==> src/rtl/iter_shift_unit_if.sv <==
// Start/operand/result bundle for iter_shift_unit.
// The requester drives the master side and the shifter sits on the slave side.
interface iter_shift_unit_if #(
  parameter int unsigned WIDTH   = 32,
  parameter int unsigned SHAMT_W = 5
);
  logic               ctrl_shift;
  logic               op;
  logic [WIDTH-1:0]   data_in;
  logic [SHAMT_W-1:0] shamt;
  logic [WIDTH-1:0]   result;
  logic               data_ready;
  logic               busy;

  modport master (
    output ctrl_shift, op, data_in, shamt,
    input  result, data_ready, busy
  );

  modport slave (
    input  ctrl_shift, op, data_in, shamt,
    output result, data_ready, busy
  );
endinterface

==> src/rtl/iter_shift_unit.sv <==
// Multi-cycle SLL/SRA shifter: shifts one bit position per clock.
// It latches the operand on a start pulse and gives a one-cycle data_ready strobe.
module iter_shift_unit #(
  parameter int unsigned WIDTH   = 32,
  parameter int unsigned SHAMT_W = 5
) (
  input logic              clock,
  input logic              reset,
  iter_shift_unit_if.slave bus
);

  typedef enum logic [1:0] {StIdle, StShift, StDone} state_e;

  state_e             state_q, state_d;
  logic [WIDTH-1:0]   result_q, result_d;
  logic [SHAMT_W-1:0] count_q, count_d;
  logic               op_q, op_d;
  logic [WIDTH-1:0]   shift1;

  // op_q: 0 = SLL with zero fill, 1 = SRA with sign fill.
  always_comb begin
    if (op_q) begin
      shift1 = {result_q[WIDTH-1], result_q[WIDTH-1:1]};
    end else begin
      shift1 = {result_q[WIDTH-2:0], 1'b0};
    end
  end

  always_comb begin
    state_d  = state_q;
    result_d = result_q;
    count_d  = count_q;
    op_d     = op_q;
    unique case (state_q)
      StIdle, StDone: begin
        if (bus.ctrl_shift) begin
          result_d = bus.data_in;
          count_d  = bus.shamt;
          op_d     = bus.op;
          state_d  = (bus.shamt != '0) ? StShift : StDone;
        end else if (state_q == StDone) begin
          state_d = StIdle;
        end
      end
      StShift: begin
        // A start pulse is ignored here; the shift in progress runs to completion.
        result_d = shift1;
        count_d  = count_q - SHAMT_W'(1);
        if (count_q == SHAMT_W'(1)) begin
          state_d = StDone;
        end
      end
      default: state_d = StIdle;
    endcase
  end

  always_ff @(posedge clock) begin
    if (reset) begin
      state_q  <= StIdle;
      result_q <= '0;
      count_q  <= '0;
      op_q     <= 1'b0;
    end else begin
      state_q  <= state_d;
      result_q <= result_d;
      count_q  <= count_d;
      op_q     <= op_d;
    end
  end

  assign bus.result     = result_q;
  assign bus.busy       = (state_q == StShift);
  assign bus.data_ready = (state_q == StDone);

endmodule

==> src/flat_wrapper.sv <==
// flat-port wrapper written by rule: the top's interface ports become plain ports
module iter_shift_unit_flat 
#(
  parameter int unsigned WIDTH   = 32,
  parameter int unsigned SHAMT_W = 5
)
  (clock, reset, bus_ctrl_shift, bus_op, bus_data_in, bus_shamt, bus_result, bus_data_ready, bus_busy);
  iter_shift_unit_if #(.WIDTH(WIDTH), .SHAMT_W(SHAMT_W)) bus_i ();
  input logic clock;
  input logic reset;
  input wire logic [$bits(bus_i.ctrl_shift)-1:0] bus_ctrl_shift;
  input wire logic [$bits(bus_i.op)-1:0] bus_op;
  input wire logic [$bits(bus_i.data_in)-1:0] bus_data_in;
  input wire logic [$bits(bus_i.shamt)-1:0] bus_shamt;
  output wire logic [$bits(bus_i.result)-1:0] bus_result;
  output wire logic [$bits(bus_i.data_ready)-1:0] bus_data_ready;
  output wire logic [$bits(bus_i.busy)-1:0] bus_busy;
  assign bus_i.ctrl_shift = bus_ctrl_shift;
  assign bus_i.op = bus_op;
  assign bus_i.data_in = bus_data_in;
  assign bus_i.shamt = bus_shamt;
  assign bus_result = bus_i.result;
  assign bus_data_ready = bus_i.data_ready;
  assign bus_busy = bus_i.busy;
  iter_shift_unit #(.WIDTH(WIDTH), .SHAMT_W(SHAMT_W)) u_core (.clock(clock), .reset(reset), .bus(bus_i));
endmodule
==> config.mk <==
export PLATFORM = sky130hd
export DESIGN_NAME = iter_shift_unit_flat
export DESIGN_NICKNAME = d
export VERILOG_FILES = /design/src/rtl/iter_shift_unit_if.sv /design/src/rtl/iter_shift_unit.sv /design/src/flat_wrapper.sv
export SDC_FILE = /design/constraint.sdc
export NUM_CORES = 1
export LEC_CHECK = 0
export ABC_CLOCK_PERIOD_IN_PS = 1800
export CORE_MARGIN = 3
export CORE_UTILIZATION = 40
export DETAILED_ROUTE_END_ITERATION = 16
export DONT_BUFFER_PORTS = 1
export PLACE_DENSITY_LB_ADDON = 0.05
export SLEW_MARGIN = 40
export SYNTH_ARGS = -nofsm -noshare
export SYNTH_HDL_FRONTEND = slang
export SYNTH_SLANG_ARGS = --single-unit
export TNS_END_PERCENT = 5
==> constraint.sdc <==
create_clock -name clock -period 1.8 [get_ports clock]
set_clock_uncertainty 0.2 [all_clocks]
set_input_delay 0.09 -clock clock [delete_from_list [all_inputs] [get_ports clock]]
set_output_delay 0.09 -clock clock [all_outputs]
set_load 0.01 [all_outputs]
==> reports/results.tsv <==
metric	value	unit
synth_ff_type	dfxtp_1	
ys_ff_latch	40	
post-cts-setup-buffers	0	
start_util	0.419	
place_congestion	0.825	
grt_pass1_wl	9590	um
fp.dieH	79.9	um
synthCells	268	
slew_headroom	0.745	
clk_latency	0.29	ns
antenna_found_initial	0	
p_leak	0.966	nW
die_area	6380	um2
cp-end-kind	flop	
worstMarginPinSlew	0.378	ns
synth_top_area_frac	0.367	
initialDrtViolationCount	122	
cts_tree	done	
hp-class	in2reg	
fmax	604	MHz
rsz0062_at_grt	false	
finalCritPeriodShare	0.919	
fin_setup_tns	0	ns
synth_edf_count	0	
critPathKind	reg2reg	
antenna_left	0	
syn2layout_area_growth	25.1	%
synthesis.area	2180	um2
cp-start-kind	flop	
drt_pre_antenna_iters	4	
synth_cell_type_count	28	
period_needed	1.65	ns
clk_pin_slew	0.07	ns
regToRegSetupSlack	0.15	ns
detail_route.wl_per_cell	15.9	um
synthTopCellsByArea	dfxtp_1 37%, a311oi_1 12%, nand2_1 11%	
nets	343	
cts_max_level	2	
critPathSlowestCell	dlygate4sd3_1	
syn_avg_cell_area	8.15	um2
std_cell_rows	26	
yosys-top-cells-count	63 x nand2_1, 40 x dfxtp_1, 32 x nor2b_1	
clock-sinks	40	
coreArea	5200	um2
route.detailed.drc	0	
totalWireLength	5910	um
power_density	843	nW/um2
dieWidth	79.9	um
outcome	complete, no violations	
final_util	0.525	
ys_seq_area_frac	0.367	
cts-buffers-inserted	5	
track_usage	0.189	
layout-drive-gt1-share	0.0797	
dp_slack	0.186	ns
async_reset_ff_frac	0	
cp.required	1.80	ns
io_pins	75	
slew_violations	0	
synth_most_common_cell	nand2_1	
setup_viol	0	
ir_drop	336	uV
num_vias	2056	
crit_path_max_fanout	4	
timing.hold.ws	0.0280	ns
crit_arrival	1.65	ns
grt_max_degree	41	
portBuffers	0	
setup_ws	0.145	ns
yosysTopAreaCell	dfxtp_1	
ys_warn_count	0	
viasPerCell	5.54	
dp_hpwl	3810	um
syn_nets	311	
root_buffer	clkbuf_8	
grt_pass1_vias	1939	
maxCapViolCount	0	
cts.path.max_buffers	2	
diodes	0	
grt.overflow.total	0	
hold_viol	0	
worstPathCellList	nor2b_1, a211oi_1, dlygate4sd3_1, a311oi_1	
cp_slowest_stage_delay	0.57	ns
==> routing by layer <==
layer,GRT usage,vias to the layer above,part of all wire
met2,0.306,60,0.49
met5,0,-,0
li1,-,1045,-
met4,0.0507,0,0.0051
met3,0.0576,2,0.057
met1,0.242,949,0.45
==> placed cells by master (no fill, tap or decap), drive strengths merged <==
cell         netlist  routed
a21oi              8       8
a32oi              1       1
nor2b             33      33
ha                 2       2
or3                1       1
nor4b              1       1
buf               20      12
dfxtp             40      40
a221oi             2       2
o21ai              2       2
o311ai             1       1
clkbuf             7       8
o22a               1       1
or4                1       1
nand2b             3       3
nor4               2       2
nor3               2       2
a22oi              1       1
a311oi            31      31
nor2              12      12
nand2             63      63
dlygate4sd3        0      40
a211oi            31      31
inv                3       3
==> layout make-up <==
cell class	count	area (um2)
repair buffers	52	541
well taps	70	87.6
multi-input cells	198	1200
fillers	510	2470
inverters	3	11.3
clock buffers	8	90.1
flip-flops and latches	40	803
==> flip-flops by register name, indices dropped and copies added (netlist names) <==
name and cells:
u_core.bus.result 32, u_core.op_q 1, u_core.count_q 5, u_core.state_q 2
==> cells by family after synthesis <==
kind of cell	synth area share
DFF	0.367
and+or+nand+nor	0.257
buffers and inverters	0.0877
adders and majority gates	0.0115
AOI/OAI and AO/OA	0.277
==> power breakdown <==
| group | internal [mW] | total (mW) | switching (mW) |
|---|---|---|---|
| Clock | 0.313 | 0.617 | 0.305 |
| Sequential | 0.987 | 1.15 | 0.167 |
| Combinational | 0.267 | 0.531 | 0.264 |
==> metrics by stage <==
stage | std cells | cell area [um2] | total power, mW
floorplan | 268 | 2180 | 1.52
global placement | 322 | 2220 | 1.62
detailed placement | 322 | 2220 | 1.61
CTS | 371 | 2730 | 2.33
global route | 371 | 2730 | 2.45
finish | 371 | 2730 | 2.30
==> timing repair <==
item                       4_1_cts  5_1_grt
hold buffers                    41        0
hold endpoints to repair        40        0
gates resized for setup          0        1
setup endpoints to repair        0        1
==> final timing paths <==
| path | from | endpoint | cells past startpoint |
|---|---|---|---|
| max reg2reg | u_core.bus.result[31] | u_core.bus.result[31] | 4 |
| max | u_core.bus.result[31] | u_core.bus.result[31] | 4 |
| min reg2reg | u_core.count_q[2] | u_core.count_q[2] | 2 |
| min | bus_shamt[4] | u_core.state_q[0] | 4 |
==> worst max-delay path: cells and delay by family, from the launching register on <==
kind | cells | cell delay, ns
buf+inv | 1 | 0.57
flops | 1 | 0.38
compound gates | 2 | 0.27
simple gates | 1 | 0.14
Note: power is estimated with default switching activity, not from simulation.
